==> src/rtl/fft_stage_sequencer.sv <==
// ----------------------------------------------------------------------------
// fft_stage_sequencer
//
// Stage and address sequencer for a radix-2 FFT datapath. It runs
// L = log2(N) stages. In each stage it issues groups of BFLY butterflies,
// one group per unstalled cycle. It then waits DELAY drain cycles for the
// datapath to write results back before the next stage begins. The SRAM
// ping-pong bank flips at the end of every stage. A busy-cycle watchdog can
// force the sequencer into DONE.
//
// Optional feature macro: FFT_SEQ_PERF_EN
//   When defined, o_stall_cycles counts RUN cycles that have i_stall high.
//   The count saturates and is cleared on start.
//   When undefined, no counter is built and o_stall_cycles is tied to 0.
//
// Ports
//   clk                    clock
//   i_resetn               asynchronous active-low reset
//   i_start                start pulse, honoured only in IDLE/DONE
//   i_log2n                transform size (log2), clamped and latched at start
//   i_stall                hold issue for the next issue slot
//   i_cycle_limit          watchdog limit in busy cycles, 0 disables it
//   o_busy                 RUN or DRAIN
//   o_valid_data           a butterfly group is issued this cycle
//   o_new_stage_trigger    one-cycle pulse when a stage >= 1 begins
//   o_sram_read_register   read bank (the write bank is its complement)
//   o_stage                current stage
//   o_calc_index           first butterfly index of the issued group
//   o_stride               N >> (stage+1)
//   o_stride_index_offset  o_stride / (2*BFLY), floor
//   o_group_offset         max(2, o_stride_index_offset+1)
//   o_fft_done             high while in DONE
//   o_timeout              DONE was reached through the watchdog
//   o_stall_cycles         stalled RUN cycles (feature macro)
// ----------------------------------------------------------------------------
module fft_stage_sequencer #(
  parameter int MAX_LOG2N = 10,
  parameter int BFLY      = 2,
  parameter int DELAY     = 10,
  parameter int CNT_W     = 12
) (
  input  logic                 clk,
  input  logic                 i_resetn,
  input  logic                 i_start,
  input  logic [3:0]           i_log2n,
  input  logic                 i_stall,
  input  logic [CNT_W-1:0]     i_cycle_limit,
  output logic                 o_busy,
  output logic                 o_valid_data,
  output logic                 o_new_stage_trigger,
  output logic                 o_sram_read_register,
  output logic [3:0]           o_stage,
  output logic [MAX_LOG2N-1:0] o_calc_index,
  output logic [MAX_LOG2N-1:0] o_stride,
  output logic [MAX_LOG2N-1:0] o_stride_index_offset,
  output logic [MAX_LOG2N-1:0] o_group_offset,
  output logic                 o_fft_done,
  output logic                 o_timeout,
  output logic [CNT_W-1:0]     o_stall_cycles
);

  localparam int AW    = MAX_LOG2N;
  localparam int LOG2B = $clog2(BFLY);
  // The drain counter only needs to reach DELAY-1.
  localparam int DW    = $clog2(DELAY);

  localparam logic [3:0]    MIN_L      = 4'(LOG2B + 1);
  localparam logic [3:0]    MAX_L      = 4'(MAX_LOG2N);
  localparam logic [AW-1:0] BFLY_A     = AW'(BFLY);
  localparam logic [DW-1:0] DRAIN_LAST = DW'(DELAY - 1);

  typedef enum logic [1:0] {
    S_IDLE  = 2'd0,
    S_RUN   = 2'd1,
    S_DRAIN = 2'd2,
    S_DONE  = 2'd3
  } state_t;

  state_t          state_q, state_d;

  logic [3:0]      l_q, l_d;
  logic [3:0]      stage_q, stage_d;
  logic [AW-1:0]   calc_q, calc_d;
  logic [DW-1:0]   drain_q, drain_d;
  logic [CNT_W-1:0] wd_q, wd_d;
  logic            valid_q, valid_d;
  logic            trig_q, trig_d;
  logic            bank_q, bank_d;
  logic            done_q, done_d;
  logic            timeout_q, timeout_d;
  logic            busy_q;
  logic [AW-1:0]   stride_q, sio_q, go_q;

  // --------------------------------------------------------------------------
  // Decode of the current cycle
  // --------------------------------------------------------------------------
  logic            start_ok;
  logic [3:0]      l_start;
  logic [AW-1:0]   last_calc;
  logic            last_issue;
  logic            drain_end;
  logic            last_stage;
  logic            busy_now;
  logic [CNT_W-1:0] wd_inc;
  logic            wd_hit;
  logic            natural_done;

  assign start_ok = i_start && (state_q == S_IDLE || state_q == S_DONE);

  always_comb begin
    l_start = i_log2n;
    if (i_log2n < MIN_L) begin
      l_start = MIN_L;
    end else if (i_log2n > MAX_L) begin
      l_start = MAX_L;
    end
  end

  // The last group of a stage starts at N/2 - BFLY.
  assign last_calc    = (AW'(1) << (l_q - 4'd1)) - BFLY_A;
  assign last_issue   = (state_q == S_RUN) && valid_q && (calc_q == last_calc);
  assign drain_end    = (state_q == S_DRAIN) && (drain_q == DRAIN_LAST);
  assign last_stage   = (stage_q == (l_q - 4'd1));
  assign natural_done = drain_end && last_stage;

  assign busy_now = (state_q == S_RUN) || (state_q == S_DRAIN);
  assign wd_inc   = wd_q + CNT_W'(1);
  // wd_q holds the number of busy cycles before this one. The limit is hit
  // when this cycle completes the limit-th busy cycle.
  assign wd_hit   = busy_now && (i_cycle_limit != '0) && (wd_inc == i_cycle_limit);

  // --------------------------------------------------------------------------
  // FSM: state register
  // --------------------------------------------------------------------------
  always_ff @(posedge clk or negedge i_resetn) begin
    if (!i_resetn) begin
      state_q <= S_IDLE;
    end else begin
      state_q <= state_d;
    end
  end

  // --------------------------------------------------------------------------
  // FSM: next state
  // --------------------------------------------------------------------------
  always_comb begin
    state_d = state_q;
    case (state_q)
      S_IDLE, S_DONE: begin
        if (i_start) state_d = S_RUN;
      end
      S_RUN: begin
        if (wd_hit)          state_d = S_DONE;
        else if (last_issue) state_d = S_DRAIN;
      end
      S_DRAIN: begin
        // Natural completion takes priority over a coincident watchdog hit.
        if (natural_done)   state_d = S_DONE;
        else if (wd_hit)    state_d = S_DONE;
        else if (drain_end) state_d = S_RUN;
      end
      default: state_d = S_IDLE;
    endcase
  end

  // --------------------------------------------------------------------------
  // FSM: outputs and sequencing counters (next values)
  // --------------------------------------------------------------------------
  always_comb begin
    l_d       = l_q;
    stage_d   = stage_q;
    calc_d    = calc_q;
    drain_d   = drain_q;
    wd_d      = wd_q;
    valid_d   = 1'b0;
    trig_d    = 1'b0;
    bank_d    = bank_q;
    done_d    = done_q;
    timeout_d = timeout_q;
    case (state_q)
      S_IDLE, S_DONE: begin
        if (i_start) begin
          l_d       = l_start;
          stage_d   = 4'd0;
          calc_d    = '0;
          drain_d   = '0;
          wd_d      = '0;
          valid_d   = !i_stall;
          bank_d    = 1'b0;
          done_d    = 1'b0;
          timeout_d = 1'b0;
        end
      end
      S_RUN: begin
        wd_d = wd_inc;
        if (wd_hit) begin
          done_d    = 1'b1;
          timeout_d = 1'b1;
        end else if (last_issue) begin
          drain_d = '0;
        end else begin
          // The stall seen now decides whether the next slot issues.
          valid_d = !i_stall;
          if (valid_q) calc_d = calc_q + BFLY_A;
        end
      end
      S_DRAIN: begin
        wd_d    = wd_inc;
        drain_d = drain_q + DW'(1);
        if (natural_done) begin
          bank_d = ~bank_q;
          done_d = 1'b1;
        end else if (wd_hit) begin
          done_d    = 1'b1;
          timeout_d = 1'b1;
        end else if (drain_end) begin
          bank_d  = ~bank_q;
          stage_d = stage_q + 4'd1;
          calc_d  = '0;
          valid_d = !i_stall;
          trig_d  = 1'b1;
        end
      end
      default: ;
    endcase
  end

  // --------------------------------------------------------------------------
  // Per-stage address parameters. They are computed from the values that the
  // stage is about to use and are loaded only when a stage begins.
  // --------------------------------------------------------------------------
  logic            stage_load;
  logic [3:0]      stride_sh;
  logic [AW-1:0]   stride_new, sio_new, sio_p1, go_new;

  assign stage_load = (state_d == S_RUN) && (state_q != S_RUN);
  assign stride_sh  = l_d - 4'd1 - stage_d;
  assign stride_new = AW'(1) << stride_sh;
  assign sio_new    = stride_new >> (LOG2B + 1);
  assign sio_p1     = sio_new + AW'(1);
  assign go_new     = (sio_p1 < AW'(2)) ? AW'(2) : sio_p1;

  always_ff @(posedge clk or negedge i_resetn) begin
    if (!i_resetn) begin
      l_q       <= '0;
      stage_q   <= '0;
      calc_q    <= '0;
      drain_q   <= '0;
      wd_q      <= '0;
      valid_q   <= 1'b0;
      trig_q    <= 1'b0;
      bank_q    <= 1'b0;
      done_q    <= 1'b0;
      timeout_q <= 1'b0;
      busy_q    <= 1'b0;
      stride_q  <= '0;
      sio_q     <= '0;
      go_q      <= '0;
    end else begin
      l_q       <= l_d;
      stage_q   <= stage_d;
      calc_q    <= calc_d;
      drain_q   <= drain_d;
      wd_q      <= wd_d;
      valid_q   <= valid_d;
      trig_q    <= trig_d;
      bank_q    <= bank_d;
      done_q    <= done_d;
      timeout_q <= timeout_d;
      busy_q    <= (state_d == S_RUN) || (state_d == S_DRAIN);
      if (stage_load) begin
        stride_q <= stride_new;
        sio_q    <= sio_new;
        go_q     <= go_new;
      end
    end
  end

  // --------------------------------------------------------------------------
  // Stall performance counter
  // --------------------------------------------------------------------------
`ifdef FFT_SEQ_PERF_EN
  logic [CNT_W-1:0] stall_cnt_q, stall_cnt_d;

  always_comb begin
    stall_cnt_d = stall_cnt_q;
    if (start_ok) begin
      stall_cnt_d = '0;
    end else if ((state_q == S_RUN) && i_stall && (stall_cnt_q != '1)) begin
      stall_cnt_d = stall_cnt_q + CNT_W'(1);
    end
  end

  always_ff @(posedge clk or negedge i_resetn) begin
    if (!i_resetn) begin
      stall_cnt_q <= '0;
    end else begin
      stall_cnt_q <= stall_cnt_d;
    end
  end

  assign o_stall_cycles = stall_cnt_q;
`else
  logic unused_start_ok;
  assign unused_start_ok = start_ok;
  assign o_stall_cycles  = '0;
`endif

  assign o_busy                = busy_q;
  assign o_valid_data          = valid_q;
  assign o_new_stage_trigger   = trig_q;
  assign o_sram_read_register  = bank_q;
  assign o_stage               = stage_q;
  assign o_calc_index          = calc_q;
  assign o_stride              = stride_q;
  assign o_stride_index_offset = sio_q;
  assign o_group_offset        = go_q;
  assign o_fft_done            = done_q;
  assign o_timeout             = timeout_q;

endmodule

==> config.mk <==
export PLATFORM = sky130hd
export DESIGN_NAME = fft_stage_sequencer
export DESIGN_NICKNAME = d
export VERILOG_FILES = /design/src/rtl/fft_stage_sequencer.sv
export SDC_FILE = /design/constraint.sdc
export NUM_CORES = 1
export LEC_CHECK = 0
export BUFFER_PORTS_ARGS = -buffer_cell sky130_fd_sc_hd__buf_2
export CAP_MARGIN = 15
export CORE_MARGIN = 10
export CORE_UTILIZATION = 40
export CTS_CLUSTER_DIAMETER = 120
export CTS_CLUSTER_SIZE = 20
export DETAILED_ROUTE_END_ITERATION = 10
export GPL_TIMING_DRIVEN = 0
export PLACE_DENSITY = 0.68
export SYNTH_ARGS = -nofsm -noshare
export SYNTH_HDL_FRONTEND = slang
export SYNTH_SLANG_ARGS = --single-unit
export TNS_END_PERCENT = 20
==> constraint.sdc <==
create_clock -name clk -period 5.64 [get_ports clk]
set_input_delay 0.282 -clock clk [delete_from_list [all_inputs] [get_ports clk]]
set_output_delay 0.282 -clock clk [all_outputs]
set_load 0.02 [all_outputs]
* Yosys cells after proc, flatten, opt, wreduce, memory -nomap -nowiden
Cells that the tools add are included.
Widths: inputs -> output; s select.
** Word-level totals
- Register bits after elaboration :: 70
- Input port bits :: 20
- Output and inout port bits :: 62
** Cells by class
- Add/subtract/negate cells :: 9
- $lt $le $gt $ge :: 3
- Equality and inequality tests :: 20
- Shift operators :: 2
- Muxes and demuxes :: 53
- Bitwise gates (word level) :: 1
- Reduce and logical (&&, ||, !) cells :: 19
** Operators by type and width (number)
- $mux 10 :: 7
- $mux 4 :: 11
- $pmux 10 s3 :: 1
- $pmux 12 s2 :: 1
- $shl 1x4->10 const A :: 2
- $mux 1 :: 18
- $ne 2x2->1 const B :: 8
- $add 12x1->12 const B :: 1
- $eq 12x12->1 :: 1
- $mux 12 :: 1
- $mux 2 :: 6
- $pmux 4 s3 :: 1
- $reduce_bool 12->1 :: 1
- $add 10x2->10 const B :: 1
- $eq 10x10->1 :: 1
- $sub 10x2->10 const B :: 1
- $add 8x1->9 const B :: 1
- $lt 9x2->1 const B :: 1
- $mux 9 :: 1
- $pmux 1 s3 :: 3
- $add 4x1->4 const B :: 2
- $pmux 4 s2 :: 1
- $sub 4x1->4 const B :: 2
- $logic_and 1x1->1 :: 7
- other kinds (21) :: 27

* Logic depth before layout (Yosys ltp)
Gate-level depths: netlist of the first run.
- Word-level depth :: 12
- Depth in mapped cells :: 23
- Gate-level depth less buffers :: 21

* Least setup slack after synthesis of the first run
Ideal clock, no wire load.
- Path type :: register to register
- Start :: register l_q[0]
- End :: register go_q[0] (netlist: o_group_offset[0])
- Arrival :: 4.265 ns
- Data required time :: 5.506 ns
- Slack :: 1.241 ns
- Cell stages (with the launch flop) :: 24
- Path buffers :: 3
- Clock period less this slack :: 4.399 ns
- Cell sequence :: dfrtp_1 inv_1 ha_1 ha_1 clkbuf_1 clkbuf_1 nand3_1 ha_1 inv_1 a31oi_4 xnor3_1 a22o_1 a22oi_4 nor4_4 o31ai_1 nor2_1 nor2_1 ha_1 nand2b_1 clkbuf_1 nor3b_1 inv_1 o32ai_1 a21oi_1
** Between the ends
- Longest elaborated chain between the ends :: 10
- Elaborated cells on any way between the ends :: 23
** Ends and longest elaborated chain
- start: declaration :: RTL line 81 : logic [3:0] l_q, l_d;
- start signal: assignment :: RTL line 260 : l_q <= l_d;
- $sub 4x1->4 :: RTL line 120, 123
- $eq 4x4->1 or $shl 1x4->10 (tied branches) :: RTL line 123, 120
- $logic_and 1x1->1 or $sub 10x2->10 (tied branches) :: RTL line 124, 120
- $mux 4 or $eq 10x10->1 (tied branches) :: RTL line 210, 121
- $pmux 4 s2 or $logic_and 1x1->1 (tied branches) :: RTL line 180, 121
- $sub 4x4->4 or $mux 2 (tied branches) :: RTL line 237, 154
- $shl 1x4->10 or $mux 2 (tied branches) :: RTL line 238, 153
- $add 8x1->9 or $pmux 2 s3 (tied branches) :: RTL line 240, 148
- $lt 9x2->1 or $eq 2x1->1 (tied branches) :: RTL line 241, 236
- $mux 9 or $logic_and 1x1->1 (tied branches) :: RTL line 241, 236
- end signal: assignment :: RTL line 274 : go_q <= go_new;
- end: declaration :: RTL line 92 : logic [AW-1:0] stride_q, sio_q, go_q;
Parallel ways exist; a longest one is shown, timed or not.
A chain may end at the register's enable or synchronous reset.

* Worst setup path after layout of the first run
- Start :: register l_q[0]
- End :: register go_q[0] (netlist: o_group_offset[0])
** Between the ends
- Longest elaborated chain between the ends :: 10
- Elaborated cells on any way between the ends :: 23
** Ends and longest elaborated chain
- $sub 4x1->4 (*) :: RTL line 120, 123
- $shl 1x4->10 :: RTL line 120 : assign last_calc = (AW'(1) << (l_q - 4'd1)) - BFLY_A;
- $sub 10x2->10 :: RTL line 120
- $eq 10x10->1 :: RTL line 121 : assign last_issue = (state_q == S_RUN) && valid_q && (calc_q == last_calc);
- $logic_and 1x1->1 :: RTL line 121
- $mux 2 :: RTL line 154 : else if (last_issue) state_d = S_DRAIN;
- $mux 2 :: RTL line 153 : if (wd_hit) state_d = S_DONE;
- $pmux 2 s3 (*) :: RTL line 148 : case (state_q)
- named net state_d[0] :: RTL line 79 : state_t state_q, state_d;
- $eq 2x1->1 (*) :: RTL line 236 : assign stage_load = (state_d == S_RUN) && (state_q != S_RUN);
- $logic_and 1x1->1 (*) :: RTL line 236
The timed path passes the listed nets; every way through them passes the cells marked *.

==> impl_results.md, run 1 <==
* Worst vdd ir at 0.2701 mV
* Most used cell, CP: ha_1
* H-tree Lvls at 3
* Status: finished clean
* Drt total wl at 10660 um
* Die ar. at between 0.015 and 0.02 sq mm
* Pwr dens at around 460 mW/mm^2
* Cts repair resizes at 0
* Most instantiated cells after synthesis: 60 x dfrtp_1, 48 x nand2_1, 35 x o21ai_0
* First-pass GRT wire length at about 18000 um
* Synth area leaders: dfrtp_1 35%, ha_1 5.5%, buf_4 4.2%, nand2_1 4.2%, o21ai_0 4.1%
* Post-place instance area at around 0.0049 sq mm
* Post-Synthesis Cell Area at 0.004315 sq mm
* CP max stage cell: nor4_4
* Net Sw Frac at roughly 45%
* Post-Syn Instances at approximately 480
* Most common cell in the netlist: dfrtp_1
* Hold_buf cts at 0
* Slew @ Worst Pin at 0.8209 ns
* Initial antenna violation count at 0
* Clock slew at reported path FFs at roughly 0.08 ns
* CTS tree: yes
* Crit path cell chain: inv_1 > ha_1 > ha_1 > clkbuf_1 > clkbuf_1 > nand3_1 > ha_1 > inv_1 > a31oi_4 > xnor3_1 > a22o_1 > a22oi_4 > nor4_4 > a22oi_1 > o31a_1 > ha_1 > nand2b_1 > clkbuf_1 > clkbuf_2 > nor2_1 > a21oi_1
* CTS root buffer: clkbuf_8
* Yosys warns at 0
* Maximum root-to-sink buffer count at 2
* Crit start category: flip-flop
* Syn avg cell area at just under 9 sq um
* Num Clock Sinks at 60
* RSZ-0062 raised after global routing: no
* DRC viols at 0
* Final worst slack at 0.5421 ns
* Comb power frac at a little over half
* DIE WIDTH at roughly 120 um
* Routability cong. at between 0.8 and 0.9
* Arr. time, crit path at roughly 5.4 ns
* Seq/Total Area, Yosys at 34.79%
* Fillers at just over 1000
* Slew margin rel. at between 40% and 50%
* Netlist cell types at between 60 and 70
* GRT Overall Usage at around 14%
* Row count at 37
* Vias in the first global route at approximately 3700
* Area grow syn2layout at 19.11%
* Core Util, Final at between 40% and 50%
* Minimum clock period at slightly above 5 ns
* Initial Utilization at about 41%
* Number of I/O pins at around 80
* Most used DFF post-synth: dfrtp_1
* Drt initial violations at 184
* Yosys reg bits at 60
* Antenna viol nets, final at 0
* MaxCap Viol Count at 0
* Final number of setup-violating endpoints at 0
* Post-synth ARST share at 100.0%
* Post-synth EDFFs at 0
* CP max FO at 10
* Fin nets at around 620
* Inserted Clock Buffers at 9
* Worst-Skew Late Latency at 0.35 ns
* Net Sw Power at approximately 1.1 mW
* Crit. End Element: flip-flop
* Clk_skew at 0.01414 ns
* Count of final hold-check violations at 0
* Largest stage delay, worst path at roughly 0.50 ns
* Final period utilization at around nine tenths
* Critical path data required time at just under 6 ns
* Internal power at 1.311 mW
* Layout cells sized above 1 at 22.07%
* Cell leakage power at 2.543 nW
* Share of the synthesized area in the top cell type at between 30% and 40%
* Post-CTS setup buffers at 0
* Slew Limit Fails at 0
* Worst Hold Class: primary input to asynchronous set/reset pin
* Final Cell Area at between 0.005 and 0.006 sq mm
* IO buf count at 65
* Largest net degree at the start of global routing at 36
* Diode count at 0
* TNS Setup at 0 ns
* Total core area at 0.01042 sq mm
* Overall power at around 2.4 mW
* Clock power share at between 20% and 30%
* FMAX at between 0.15 and 0.2 GHz
* Total number of vias at 3746
* Wire per inst at 14.89 um
* Vias per cell at 5.232
* Die height at 123.9 um
* TritonRoute pass-1 iters at 4
* GRT overflow at 0
* Post-Place Worst Slack at around 0.42 ns
* Post-synth top area cell: dfrtp_1
* Post-detail-place hpwl at approximately 8300 um
* Seq pwr share at between 20% and 30%
* CP Class: flip-flop to flip-flop
==> worst max-delay path: cells and delay by family (launching register included) <==
kind / cells / cell delay, ns
AOI/OAI and AO/OA: 6 / 0.87
DFF: 1 / 0.48
adders and majority gates: 4 / 1.01
and+or+nand+nor: 4 / 0.81
buffers and inverters: 6 / 1.53
xor gates and xnor gates: 1 / 0.33
==> layer usage <==
metal / global-route usage, % / wire length [um]
met5: 0 / 0
met4: 4.003 / 107
met3: 3.665 / 726
met2: 23.97 / 5290
met1: 17.32 / 4536
==> area by class of cell <==
| class | instances | area, sq um | share of cell area, % |
|---|---|---|---|
| well taps | 136 | 170.2 | 3.311 |
| multi-input cells | 367 | 2512 | 48.88 |
| flip-flops and latches | 60 | 1501 | 29.21 |
| clock buffers | 9 | 123.9 | 2.410 |
| plain buffers | 47 | 274.0 | 5.331 |
| clock inverters | 7 | 122.6 | 2.386 |
| inverters | 24 | 90.09 | 1.753 |
| repair buffers | 66 | 345.3 | 6.719 |
==> stage by stage <==
| stage | hold slack (ns) | cells |
|---|---|---|
| 3_3_place_gp | 0.4613 | 699 |
| 6_report | 0.03194 | 716 |
| 3_5_place_dp | 0.4292 | 700 |
| 5_1_grt | 0.09194 | 716 |
| 2_1_floorplan | -0.01359 | 498 |
| 4_1_cts | 0.04812 | 716 |
==> registers in the layout, summed over array words and instances, names as in the netlist, 2 cells and up <==
name,count
o_stage,4
drain_q,4
o_stride,10
o_group_offset,9
o_calc_index,9
wd_q,12
state_q,2
l_q,4
==> cells in the final DEF (no fill, tap or decap), types with 3 or more instances in the layout <==
cell type  count
clkbuf_8       9
xnor2_1       17
xnor3_1        5
buf_4         24
conb_1        16
or3_1          4
o2111ai_1      3
nand2b_1       8
nand2_1       48
o21ai_0       34
bufinv_16      3
a22o_1        10
and3_1         9
a21oi_1       14
mux2i_1        4
inv_1         24
nand4_1        9
or2_2          3
ha_1          19
nor4_1         4
xor2_1        20
clkbuf_2       3
clkbuf_1      17
mux2_2         3
nor3_1        14
nor2_1        29
o22ai_1        3
nand3_1       16
dfrtp_1       60
and2_1         5
o211ai_1       5
nor2b_1        8
o31ai_1        8
buf_2         68
or4_1          3
nor4b_1        3
==> cell families (layout without fill, tap and decap cells) <==
group                    after synthesis  after routing  synth area share [%]
AND/OR/NAND/NOR                      173            173                 20.82
flip-flops                            60             60                 34.79
XOR/XNOR                              42             42                 10.12
AO/OA/AOI/OAI                        109            109                 18.09
multiplexers                           7              7                 1.711
buffers and inverters                 71            153                 8.408
other                                  1             16               0.08690
adder cells (fa/ha/maj)               20             20                 5.973
==> power groups by stage <==
stage / Clock (mW) / Combinational, mW / Sequential, mW
finish: 0.485 / 1.30 / 0.594
global route: 0.513 / 1.44 / 0.611
CTS: 0.495 / 1.30 / 0.595
detailed placement: 0 / 1.30 / 0.600
global placement: 0 / 1.26 / 0.597
floorplan: 0 / 0.920 / 0.654
==> worst paths after layout <==
path | depth (start not counted) | slack (ns) | to | start
worst min register to register | 2 | 0.47 | o_group_offset[6] | o_group_offset[6]
worst max-delay path | 21 | 0.54 | o_group_offset[0] | l_q[0]
min in group clk | 2 | 0.11 | o_valid_data | i_stall
max in group asynchronous | 2 | 4.98 | wd_q[3] | i_resetn
worst min-delay path | 1 | 0.03 | wd_q[8] | i_resetn
worst max register to register | 21 | 0.54 | o_group_offset[0] | l_q[0]
(Power assumes the default switching activity.)
==> run 2: changes to the inputs <==
--- a/config.mk
+++ b/config.mk
@@ -7,7 +7,6 @@
 export LEC_CHECK = 0
 export BUFFER_PORTS_ARGS = -buffer_cell sky130_fd_sc_hd__buf_2
 export CAP_MARGIN = 15
-export CORE_MARGIN = 10
 export CORE_UTILIZATION = 40
 export CTS_CLUSTER_DIAMETER = 120
 export CTS_CLUSTER_SIZE = 20
@@ -17,4 +16,4 @@
 export SYNTH_ARGS = -nofsm -noshare
 export SYNTH_HDL_FRONTEND = slang
 export SYNTH_SLANG_ARGS = --single-unit
-export TNS_END_PERCENT = 20
+export TNS_END_PERCENT = 5
==> impl_results.md, run 2 (synthesis results as in run 1) <==
* Slew margin rel. at 45.82% (+0.55 points)
* Clock slew at reported path FFs at 0.08 ns (about the same)
* Net Sw Power at 1.060 mW (-0.65%)
* CP max FO at 8 (-2)
* Post-detail-place hpwl at 7669 um (-7.4%)
* H-tree Lvls at 3 (unchanged)
* Clk_skew at 0.01423 ns (+0.00009330 ns)
* Register Area at 0.001501 sq mm (unchanged)
* CTS tree: yes
* Arr. time, crit path at 5.49 ns (+0.12 ns)
* Hold_buf cts at 0 (unchanged)
* Initial antenna violation count at 0 (unchanged)
* Vias per cell at 5.233 (about the same)
* Post-CTS setup buffers at 0 (unchanged)
* Wire length on met2 at 4912 um (-7.1%)
* Commonest non-fill, non-tap cell in the layout: buf_2
* Post-Place Worst Slack at 0.3492 ns (-0.07287 ns)
* Drt total wl at 10090 um (-5.4%)
* Multi-input gate area at 0.002512 sq mm (unchanged)
* Most frequent cells in the layout: 68 x buf_2, 60 x dfrtp_1, 48 x nand2_1
* Biggest register: wd_q
* Drt initial violations at 177 (-3.8%)
* Final number of setup-violating endpoints at 0 (unchanged)
* Seq pwr share at 26.0% (+1.0 points)
* R2R depth at 20 (-4.8%)
* Area grow syn2layout at 18.06%
* Num Clock Sinks at 60 (unchanged)
* Fillers at 1021 (+0.59%)
* Count of final hold-check violations at 0 (unchanged)
* CP Class: flip-flop to flip-flop
* DRC viols at 0 (unchanged)
* Cts repair resizes at 0 (unchanged)
* Minimum clock period at 5.203 ns (+0.1052 ns)
* TritonRoute pass-1 iters at 5 (+1)
* Pwr dens at 447.8 mW/mm^2 (-3.2%)
* Layout cells sized above 1 at 22.24% (+0.17 points)
* Number of I/O pins at 82 (unchanged)
* TNS Setup at 0 ns (unchanged)
* Diode count at 0 (unchanged)
* Worst-Skew Late Latency at 0.34 ns (about the same)
* Antenna viol nets, final at 0 (unchanged)
* Largest register FFs at 12 (unchanged)
* Worst R2R End: o_group_offset[1]
* Cell leakage power at 2.526 nW (-0.69%)
* Total core area at 0.01037 sq mm (-0.44%)
* IO buf count at 65 (unchanged)
* Initial Utilization at 41.61% (+0.18 points)
* Final period utilization at 92.25% (+1.9 points)
* Vias in the first global route at 3561 (-4.4%)
* R2R Setup Slk at 0.44 ns (-0.11 ns)
* Worst vdd ir at 0.2743 mV (+1.6%)
* Die height at 105.9 um (-15%)
* Row count at 37 (unchanged)
* CTS root buffer: clkbuf_8
* FMAX at 0.1922 GHz (-2.0%)
* Max layer used: met4
* Critical path data required time at 5.93 ns (+0.02 ns)
* Die ar. at 0.01121 sq mm (-27%)
* DIE WIDTH at 105.9 um (-15%)
* Met3 routed WL at 469 um (-35%)
* Clock power share at 17.4% (-3.0 points)
* GRT Overall Usage at 18.86% (+4.7 points)
* First-pass GRT wire length at 16910 um (-4.6%)
* Slew Limit Fails at 0 (unchanged)
* Internal power at 1.221 mW (-6.8%)
* Slew @ Worst Pin at 0.8127 ns (-0.008252 ns)
* GRT overflow at 0 (unchanged)
* Worst Hold Class: primary input to asynchronous set/reset pin
* Inserted Clock Buffers at 9 (unchanged)
* Status: finished clean
* Net Sw Frac at 46.47% (+1.6 points)
* Largest net degree at the start of global routing at 35 (-2.8%)
* Wire per inst at 14.09 um (-5.4%)
* RSZ-0062 raised after global routing: no
* Crit. End Element: flip-flop
* Reg-to-Reg Start: wd_q[3]
* Comb power frac at 56.6% (+2.0 points)
* Core Util, Final at 49.13% (-0.21 points)
* Routability cong. at 0.8878 (-1.2%)
* Crit start category: flip-flop
* Met1 Routed Length at 4621 um (+1.9%)
* Fin nets at 615 (unchanged)
* Final worst slack at 0.4369 ns (-0.1052 ns)
* Total number of vias at 3747 (+0.027%)
* Maximum root-to-sink buffer count at 2 (unchanged)
* MaxCap Viol Count at 0 (unchanged)
==> run 2: changes by cell type in the layout (fill, tap and decap cells not counted), sizes merged <==
cell    before  now
clkinv       1    3
bufinv       3    1
==> run 2: cell type report <==
class	count	share of cell area, %
plain buffers	47	5.403
clock buffers	9	2.431
clock inverters	7	1.498
inverters	24	1.768
multi-input cells	367	49.31
flip-flops and latches	60	29.47
well taps	136	3.340
repair buffers	66	6.778
==> run 2: how the worst max path moves through the flow <==
stage                  from                 to  slack (ns)  depth (start not counted)
finish              wd_q[3]  o_group_offset[1]        0.44                         20
global route        wd_q[3]  o_group_offset[1]        0.05                         20
CTS                  l_q[0]  o_group_offset[0]        0.32                         23
detailed placement   l_q[0]  o_group_offset[0]        0.35                         23
global placement    wd_q[3]  o_group_offset[1]        0.58                         20
floorplan            l_q[0]  o_group_offset[0]        1.24                         23
==> run 2: through the flow <==
step | std cells | power (mW) | hold slack (ns) | area (sq um)
finish | 716 | 2.282 | 0.02594 | 5095
floorplan | 498 | 1.574 | -0.01359 | 4372
global route | 716 | 2.459 | 0.08599 | 5095
detailed placement | 700 | 1.880 | 0.4394 | 4887
global placement | 699 | 1.844 | 0.4614 | 4867
CTS | 716 | 2.289 | 0.05138 | 5087
==> run 2: power by group through the flow <==
stage	clock network (mW)	registers, mW	logic [mW]
after floorplan	0	0.654	0.920
after global placement	0	0.597	1.25
after detailed placement	0	0.598	1.28
after CTS	0.408	0.593	1.29
after global routing	0.425	0.606	1.43
final	0.397	0.593	1.29
==> run 2: worst max-delay path, cell delays in order, from the launching register on <==
cell and delay (ns):
dfrtp_1 0.32, buf_2 0.18, nand4_1 0.32, nor3_1 0.43
xnor3_1 0.23, and2_1 0.13, and4_1 0.33, nand2b_1 0.19
inv_1 0.07, o21ai_0 0.41, a22oi_1 0.25, ha_1 0.33
a21o_1 0.15, a21oi_1 0.17, xnor2_1 0.13, and3_1 0.23
nor2_1 0.34, nor3_1 0.13, ha_1 0.26, o31ai_1 0.35
o22a_1 0.20
==> run 2: metal layers <==
layer / track usage (%) / vias to the layer above
met5: 0 / -
met4: 7.143 / 0
met3: 3.278 / 6
met2: 31.84 / 102
met1: 24.00 / 1774
li1: - / 1865
